### config.mk
export PLATFORM = sky130hd
export DESIGN_NAME = decode_issue_ctrl
export DESIGN_NICKNAME = d
export VERILOG_FILES = /design/src/rtl/decode_issue_ctrl.sv
export SDC_FILE = /design/constraint.sdc
export NUM_CORES = 1
export LEC_CHECK = 0
export CORE_MARGIN = 5
export CORE_UTILIZATION = 25
export CTS_BUF_LIST = sky130_fd_sc_hd__clkbuf_4 sky130_fd_sc_hd__clkbuf_8
export DETAILED_ROUTE_END_ITERATION = 8
export PLACE_DENSITY = 0.47
export SYNTH_ARGS = -nofsm -noshare
export SYNTH_HDL_FRONTEND = slang
export SYNTH_SLANG_ARGS = --single-unit
### constraint.sdc
create_clock -name clk -period 3.5 [get_ports clk]
set_input_delay 0.7 -clock clk [delete_from_list [all_inputs] [get_ports clk]]
set_output_delay 0.7 -clock clk [all_outputs]
set_load 0.05 [all_outputs]
### src/rtl/decode_issue_ctrl.sv
// Decode-stage issue/hazard controller: per-register in-flight writer scoreboard,
// RAW/saturation stall generation and a branch wait/flush sequencer.
module decode_issue_ctrl #(
  parameter int unsigned NREG      = 16,
  parameter int unsigned CNT_W     = 2,
  parameter int unsigned FLUSH_CYC = 2,
  parameter int unsigned WB_BYPASS = 1,
  localparam int unsigned RW       = $clog2(NREG)
) (
  input  logic            clk,
  input  logic            rst,
  input  logic            id_valid,
  input  logic [RW-1:0]   id_ra,
  input  logic [RW-1:0]   id_rb,
  input  logic            id_use_ra,
  input  logic            id_use_rb,
  input  logic [RW-1:0]   id_rd,
  input  logic            id_wr_rd,
  input  logic            id_is_branch,
  input  logic            br_resolved,
  input  logic            br_taken,
  input  logic            wb_we,
  input  logic [RW-1:0]   wb_rd,
  output logic            issue,
  output logic            stall_if,
  output logic            stall_id,
  output logic            flush_id,
  output logic [NREG-1:0] busy_mask
);

  localparam int unsigned FW = (FLUSH_CYC < 1) ? 1 : $clog2(FLUSH_CYC + 1);
  localparam logic [CNT_W-1:0] CntMax    = {CNT_W{1'b1}};
  localparam logic [FW-1:0]    FlushLoad = FW'(FLUSH_CYC);

  typedef enum logic [1:0] {StRun, StBrWait, StFlush} state_e;

  state_e           state_q, state_d;
  logic [FW-1:0]    fcnt_q, fcnt_d;
  logic [CNT_W-1:0] cnt_q [NREG];
  logic [CNT_W-1:0] cnt_d [NREG];

  logic [NREG-1:0] busy, pend, full, inc_v, dec_v;
  logic            raw_a, raw_b, sat;

  // Per-register status; a count-of-one being retired this cycle is not a hazard
  // when the writeback value can be bypassed.
  always_comb begin
    busy = '0;
    pend = '0;
    full = '0;
    for (int i = 0; i < NREG; i++) begin
      busy[i] = (cnt_q[i] != '0);
      full[i] = (cnt_q[i] == CntMax);
      pend[i] = busy[i] &&
                !((WB_BYPASS != 0) && wb_we && (wb_rd == RW'(i)) &&
                  (cnt_q[i] == CNT_W'(1)));
    end
  end

  assign raw_a     = id_use_ra && pend[id_ra];
  assign raw_b     = id_use_rb && pend[id_rb];
  assign sat       = id_wr_rd && full[id_rd];
  assign busy_mask = busy;

  always_comb begin
    state_d  = state_q;
    fcnt_d   = fcnt_q;
    issue    = 1'b0;
    stall_if = 1'b0;
    stall_id = 1'b0;
    flush_id = 1'b0;
    unique case (state_q)
      StRun: begin
        issue    = id_valid && !raw_a && !raw_b && !sat;
        stall_if = id_valid && !issue;
        stall_id = id_valid && !issue;
        if (issue && id_is_branch) begin
          state_d = StBrWait;
        end
      end
      StBrWait: begin
        stall_if = 1'b1;
        stall_id = 1'b1;
        if (br_resolved) begin
          if (br_taken) begin
            state_d = StFlush;
            fcnt_d  = FlushLoad;
          end else begin
            state_d = StRun;
          end
        end
      end
      StFlush: begin
        flush_id = 1'b1;
        if (fcnt_q <= FW'(1)) begin
          state_d = StRun;
          fcnt_d  = '0;
        end else begin
          fcnt_d = fcnt_q - FW'(1);
        end
      end
      default: begin
        state_d = StRun;
        fcnt_d  = '0;
      end
    endcase
    // Reset overrides everything, including the combinational handshake outputs.
    if (rst) begin
      issue    = 1'b0;
      stall_if = 1'b0;
      stall_id = 1'b0;
      flush_id = 1'b0;
    end
  end

  // A writeback to an idle register is spurious and leaves the count at zero.
  always_comb begin
    inc_v = '0;
    dec_v = '0;
    for (int i = 0; i < NREG; i++) begin
      inc_v[i] = issue && id_wr_rd && (id_rd == RW'(i));
      dec_v[i] = wb_we && (wb_rd == RW'(i)) && busy[i];
      cnt_d[i] = cnt_q[i];
      if (inc_v[i] && !dec_v[i]) begin
        cnt_d[i] = cnt_q[i] + CNT_W'(1);
      end else if (dec_v[i] && !inc_v[i]) begin
        cnt_d[i] = cnt_q[i] - CNT_W'(1);
      end
    end
  end

  always_ff @(posedge clk) begin
    if (rst) begin
      state_q <= StRun;
      fcnt_q  <= '0;
      for (int i = 0; i < NREG; i++) begin
        cnt_q[i] <= '0;
      end
    end else begin
      state_q <= state_d;
      fcnt_q  <= fcnt_d;
      for (int i = 0; i < NREG; i++) begin
        cnt_q[i] <= cnt_d[i];
      end
    end
  end

endmodule

==> reports/results.txt, run 1 <==
gr ovfl total -> 0
FF+latch count, synth -> 36
routed wire length on met2 -> 5311 microns
Final Critical Period -> 3.471 ns
Met3 Wirelength -> 449 microns
startpoint types -> input pin
Mapped Cells -> 444
post-synth top area cell -> ha_1
cell family with most CP delay -> buffers and inverters
Leakage -> 0.002238 uW
PwrDens -> 218.8 nW/um^2
worst setup margin -> 0.02910 ns
CP Max Fanout -> 5
worst path arrival time -> 2.77 ns
vias per cell -> 4.683
maximum vdd drop -> 0.0001476 V
met1 wire length -> 5351 microns
Placer Congestion -> 0.8678
initial antenna violation count -> 0
Clock Path Buffers -> 2
Max Slew Vio Count -> 0
P&R area growth vs syn -> 41.71%
library cells used by synthesis -> 54
share of layout cells above drive strength 1 -> 23.49%
# setup viols final -> 0
Placed Instance Area -> 4619 sq um
Routed WL -> 11,270 microns
Synth Warn # -> 0
total number of vias -> 3,395
first-pass detailed-route iteration total -> 4
worst hold path class -> reg2reg
Buf/Inv on CP -> 4
Syn Area/Cell -> 7.958 sq um
highest routing layer actually used -> met4
RSZ-0062 raised after global routing -> yes
total CTS buffers -> 5
hold_buf cts -> 0
slew margin rel. -> 65.93%
CP most frequent cell -> buf_12
fill count -> 1,448
crit-path cells -> clkdlybuf4s50_1 -> buf_4 -> nand2_1 -> a211oi_2 -> a21oi_1 -> a31o_1 -> a211oi_4 -> nand2_4 -> buf_12 -> nor2_4 -> buf_12
fin area -> 5007 sq um
first-pass GRT wire length -> 17,490 microns
Die W -> 128.9 microns
chip height -> 128.9 microns
standard-cell rows -> 43
I/O pins -> 46
# H-tree levels -> 2
total core area -> 13,880 sq um
Netlist Area Pre-Place -> 3533 sq um
final hold violations -> 0
Root Driver -> clkbuf_8
Reg clk slew, reported paths -> 0.08 ns
Synth Net Count -> 537
later-pin clock latency in the skew report -> 0.30 ns
Max stage delay cell, worst path -> clkdlybuf4s50_1
die area -> 16,610 sq um
Tot GR Track Use -> 13.44%
DR WL/cell -> 15.54 microns
slowest stage delay, CP -> 0.51 ns
crit path kind -> in2out
Slew @ Worst Pin -> 0.5095 ns
DP Worst Slack -> -0.7686 ns
asr flop ratio synth -> 0%
most frequent cells in the layout -> ha_1 (67), buf_4 (62), nor2_1 (61)
largest net degree at the start of global routing -> 40
period utilization -> 99.17%
Clock Sink Count -> 36
DRC errors left -> 0
Synth Flop Type -> dfxtp_1
sequential fraction of the synthesis area -> 20.40%
Layout Nets -> 637
largest cells by area after synthesis -> ha_1 (24%), dfxtp_1 (20%), xor2_1 (7.9%), nor2_1 (6.6%), inv_1 (5.9%)
Yosys top cell area share -> 23.73%
EDFF count, synth -> 0
Setup crit end kind -> output pin
Worst Path Required -> 2.80 ns
initial DRC count -> 212
Clock Skews -> 0.002880 ns
fmax -> 288.1 MHz
most common cell after layout, fill and taps aside -> ha_1
total power -> 1096 uW
setup TNS -> 0 ns
number of global-route vias before repair -> 3,306
status -> finished clean
DP HPWL -> 9112 microns
initial cell density of the core -> 25.46%
PortBufs -> 45
CTS tree -> done
WHS -> 0.5185 ns
Antenna diodes -> 0
Maximum Capacitance Violations -> 0
Final ANT Viol Nets -> 0
flip-flops by register name, summed over array words and instances, names as in the netlist:
signal / count
cnt_q: 32
fcnt_q: 2
state_q: 2
per-layer routing:
metal  vias to the layer above  GRT usage, %
met2                        73         22.44
met5                         -             0
met1                      1593         17.91
li1                       1713             -
met3                        16         2.574
met4                         0         3.212
synthesized netlist by cell type, types with 5 or more instances:
cell type	count
ha_1	67
nor2_1	62
inv_1	56
dfxtp_1	36
xor2_1	32
a21oi_1	22
nand3_1	20
nand2_1	14
nor3_1	14
nor2b_1	9
clkbuf_1	8
buf_2	7
nand3b_1	7
nor3b_1	6
nor4_1	5
or3_1	5
repair_timing:
action,4_1_cts,5_1_grt
setup buffers,5,2
pin swaps,14,9
resized for setup,68,23
endpoints found under the setup margin,35,35
report_power, final:
| part | switching, uW | leakage [uW] | internal (uW) |
|---|---|---|---|
| clock network | 167 | 0.0000645 | 252 |
| logic | 142 | 0.00188 | 119 |
| registers | 3.27 | 0.000291 | 413 |
metrics by stage:
stage	utilization, %	cells
2_1_floorplan	-	444
3_3_place_gp	33.28	710
3_5_place_dp	33.28	710
4_1_cts	35.25	723
5_1_grt	36.07	725
6_report	36.07	725
final cells by class:
type                    count  area (sq um)  area share [%]
well taps                 180         225.2           4.498
clock buffers               7         96.34           1.924
repair buffers            113          1017           20.31
clock inverters             1         30.03          0.5997
inverters                  56         210.2           4.198
multi-input cells         332          2706           54.05
flip-flops and latches     36         721.9           14.42
final timing paths:
| kind | from | to | slack, ns | cells after the start |
|---|---|---|---|---|
| max reg2reg | cnt_q[1][14] | cnt_q[0][11] | 0.17 | 16 |
| max | id_rb[2] | issue | 0.03 | 11 |
| min | state_q[0] | state_q[0] | 0.52 | 2 |
| min reg2reg | state_q[0] | state_q[0] | 0.52 | 2 |
cell families after synthesis:
group	Yosys count	synth area share, %
fa+ha+maj	67	23.73
compound gates	59	12.00
flops	36	20.40
mux	8	3.081
xor+xnor	32	7.932
simple gates	166	24.12
buf+inv	76	8.746
worst reg2reg max path, cell delays in order (launching register included):
cell and delay [ns]:
dfxtp_1 0.36, ha_1 0.25, mux4_2 0.49, inv_2 0.08, a2111oi_2 0.07, nor4_2 0.31
nand2_1 0.14, a211oi_4 0.24, nand2_4 0.10, buf_4 0.20, nor3_2 0.28, buf_4 0.16
ha_1 0.15, xor2_1 0.17, nor2_1 0.06, a21oi_1 0.11, nor2_1 0.05
Note: power is estimated with default switching activity, not from simulation.
==> inputs of run 2 (changes only) <==
Settings changed: CORE_UTILIZATION 25 to 58, PLACE_DENSITY 0.47 to 0.88.
==> reports/results.txt, run 2 (synthesis gave the netlist of run 1 again) <==
status -> finished, violations left (was finished clean)
failing checks -> negative setup slack
die area -> 7753 sq um (was 16,610 sq um)
Antenna diodes -> 0 (unchanged)
DP HPWL -> 8342 microns (was 9112 microns)
CP Max Fanout -> 8 (was 5)
sequential share of power -> 42.2% (was 38.0%)
Final ANT Viol Nets -> 0 (unchanged)
maximum vdd drop -> 0.0002017 V (was 0.0001476 V)
Hold Path End -> cnt_q[0][9] (was state_q[0])
Die W -> 88.05 microns (was 128.9 microns)
Placer Congestion -> 0.9813 (was 0.8678)
Tot GR Track Use -> 29.85% (was 13.44%)
Multi-input gate area -> 2746 sq um (was 2706 sq um)
Max Slew Vio Count -> 0 (unchanged)
DR WL/cell -> 19.31 microns (was 15.54 microns)
I/O pins -> 46 (unchanged)
initial antenna violation count -> 0 (unchanged)
worst hold path class -> reg2reg (unchanged)
fill count -> 362 (was 1,448)
CP most frequent cell -> buf_4 (was buf_12)
Clock Skews -> 0.009798 ns (was 0.002880 ns)
clock share of power -> 30.4% (was 38.2%)
standard-cell rows -> 28 (was 43)
DRC errors left -> 0 (unchanged)
Clock Sink Count -> 36 (unchanged)
busiest metal layer after global routing -> met2 (unchanged)
Layout Nets -> 635 (was 637)
first-pass detailed-route iteration total -> 6 (was 4)
largest net degree at the start of global routing -> 40 (unchanged)
Leakage -> 0.002209 uW (was 0.002238 uW)
met3 Use GR -> 5.738% (was 2.574%)
slowest stage delay, CP -> 0.34 ns (was 0.51 ns)
total number of vias -> 3,803 (was 3,395)
crit-path cells -> buf_6 -> buf_4 -> nor3b_2 -> buf_4 -> buf_4 -> a311oi_2 -> a21oi_1 -> a21oi_1 -> a31o_1 -> a211oi_2 -> nand3b_1 -> a21oi_2 -> buf_6 (was clkdlybuf4s50_1 -> buf_4 -> nand2_1 -> a211oi_2 -> a21oi_1 -> a31o_1 -> a211oi_4 -> nand2_4 -> buf_12 -> nor2_4 -> buf_12)
chip height -> 88.05 microns (was 128.9 microns)
RSZ-0062 raised after global routing -> yes (unchanged)
met1 GRT Util -> 34.63% (was 17.91%)
fmax -> 278.5 MHz (was 288.1 MHz)
FF-to-FF path depth -> 15 (was 16)
startpoint types -> input pin (unchanged)
vias per cell -> 6.164 (was 4.683)
total core area -> 5921 sq um (was 13,880 sq um)
Routed WL -> 11,910 microns (was 11,270 microns)
worst path arrival time -> 2.89 ns (was 2.77 ns)
Maximum Capacitance Violations -> 0 (unchanged)
Max stage delay cell, worst path -> a211oi_2 (was clkdlybuf4s50_1)
most frequent cells in the layout -> ha_1 (62), nor2_1 (61), buf_4 (56) (was ha_1 (67), buf_4 (62), nor2_1 (61))
worst setup margin -> -0.09061 ns (was 0.02910 ns)
number of global-route vias before repair -> 3,791 (was 3,306)
initial cell density of the core -> 59.68% (was 25.46%)
RR Endpoint -> cnt_q[0][3] (was cnt_q[0][11])
period utilization -> 102.6% (was 99.17%)
FF/Latch Area -> 720.7 sq um (was 721.9 sq um)
max reg flops -> 32 (unchanged)
most common cell after layout, fill and taps aside -> ha_1 (unchanged)
P&R area growth vs syn -> 37.36% (was 41.71%)
grt met2 use -> 52.47% (was 22.44%)
Reg clk slew, reported paths -> 0.08 ns (about the same)
Slew @ Worst Pin -> 0.5475 ns (was 0.5095 ns)
Reg2Reg Setup Slack -> 0.08 ns (was 0.17 ns)
hold_sp -> cnt_q[0][9] (was state_q[0])
total CTS buffers -> 5 (unchanged)
# H-tree levels -> 2 (unchanged)
CTS tree -> done (unchanged)
first-pass GRT wire length -> 17,950 microns (was 17,490 microns)
Worst Path Required -> 2.80 ns (about the same)
slew margin rel. -> 63.50% (was 65.93%)
Switch Pwr -> 319.8 uW (was 312.3 uW)
Clock Path Buffers -> 2 (unchanged)
Worst R2R Start -> cnt_q[0][10] (was cnt_q[1][14])
Setup crit end kind -> output pin (unchanged)
WHS -> 0.5239 ns (was 0.5185 ns)
internal power -> 667.6 uW (was 783.4 uW)
Buf/Inv on CP -> 5 (was 4)
Finished Core Util -> 81.97% (was 36.07%)
cell family with most CP delay -> compound AO/OA/AOI/OAI gates (was buffers and inverters)
final hold violations -> 0 (unchanged)
PwrDens -> 203.5 nW/um^2 (was 218.8 nW/um^2)
initial DRC count -> 397 (was 212)
largest register by flop count -> cnt_q (unchanged)
hold path cells -> 2 (unchanged)
# setup viols final -> 4 (was 0)
share of layout cells above drive strength 1 -> 24.54% (was 23.49%)
later-pin clock latency in the skew report -> 0.30 ns (about the same)
crit path kind -> in2out (unchanged)
Switching Share -> 32.39% (was 28.50%)
PortBufs -> 45 (unchanged)
top flop regs -> cnt_q (32), fcnt_q (2), state_q (2) (unchanged)
gr ovfl total -> 0 (unchanged)
Root Driver -> clkbuf_8 (unchanged)
Final Critical Period -> 3.591 ns (was 3.471 ns)
combinational share of power -> 27.4% (was 23.8%)
-- run 2: how the worst max path moves through the flow --
stage                         from     endpoint  cells after the start
after detailed placement  wb_rd[1]  cnt_q[1][9]                     14
after floorplan           wb_rd[1]     stall_if                     11
after global routing      wb_rd[2]  cnt_q[0][3]                     18
after CTS                 wb_rd[0]     stall_if                     12
after global placement    wb_rd[1]  cnt_q[1][1]                     15
final                     wb_rd[2]     stall_if                     13
-- run 2: routing by layer --
layer	share of wire, %	routed length (microns)
met1	37	4461
met2	48	5756
met3	8.9	1061
met4	5.3	635
met5	0	0
-- run 2: tightest hold or removal path, stage by stage (launching register included) --
cell and delay (ns):
dfxtp_1 0.35, a21oi_1 0.07, nor2_1 0.07
-- run 2: repair_timing --
item | 4_1_cts | 5_1_grt
hold buffers | 0 | 0
pin swaps | 15 | 15
setup endpoints to repair | 35 | 34
resized for setup | 62 | 42
gates cloned | 1 | 0
buffers inserted | 9 | 1
-- run 2: final cells by class --
type,count,share of cell area (%)
repair buffers,111,20.62
flip-flops and latches,36,14.85
well taps,75,1.933
multi-input cells,332,56.59
clock buffers,5,1.418
inverters,56,4.331
clock inverters,2,0.2578
-- run 2: power by group through the flow --
stage | Clock, uW | Sequential, uW | Combinational (uW)
6_report | 300 | 416 | 271
5_1_grt | 316 | 417 | 283
4_1_cts | 300 | 416 | 239
3_5_place_dp | 0 | 426 | 220
3_3_place_gp | 0 | 425 | 216
2_1_floorplan | 0 | 425 | 113
-- run 2: per-stage QoR --
step                power [uW]  setup WS [ns]   TNS [ns]  instances  cell area (sq um)
floorplan                538.4      -0.001376  -0.001376        444               3545
global placement         641.2        -0.6566     -18.20        599               4431
detailed placement       645.5        -0.7456     -20.39        599               4431
CTS                      955.8       0.003377          0        616               4672
global route              1016        -0.1812     -2.073        617               4853
finish                   987.4       -0.09061    -0.2596        617               4853
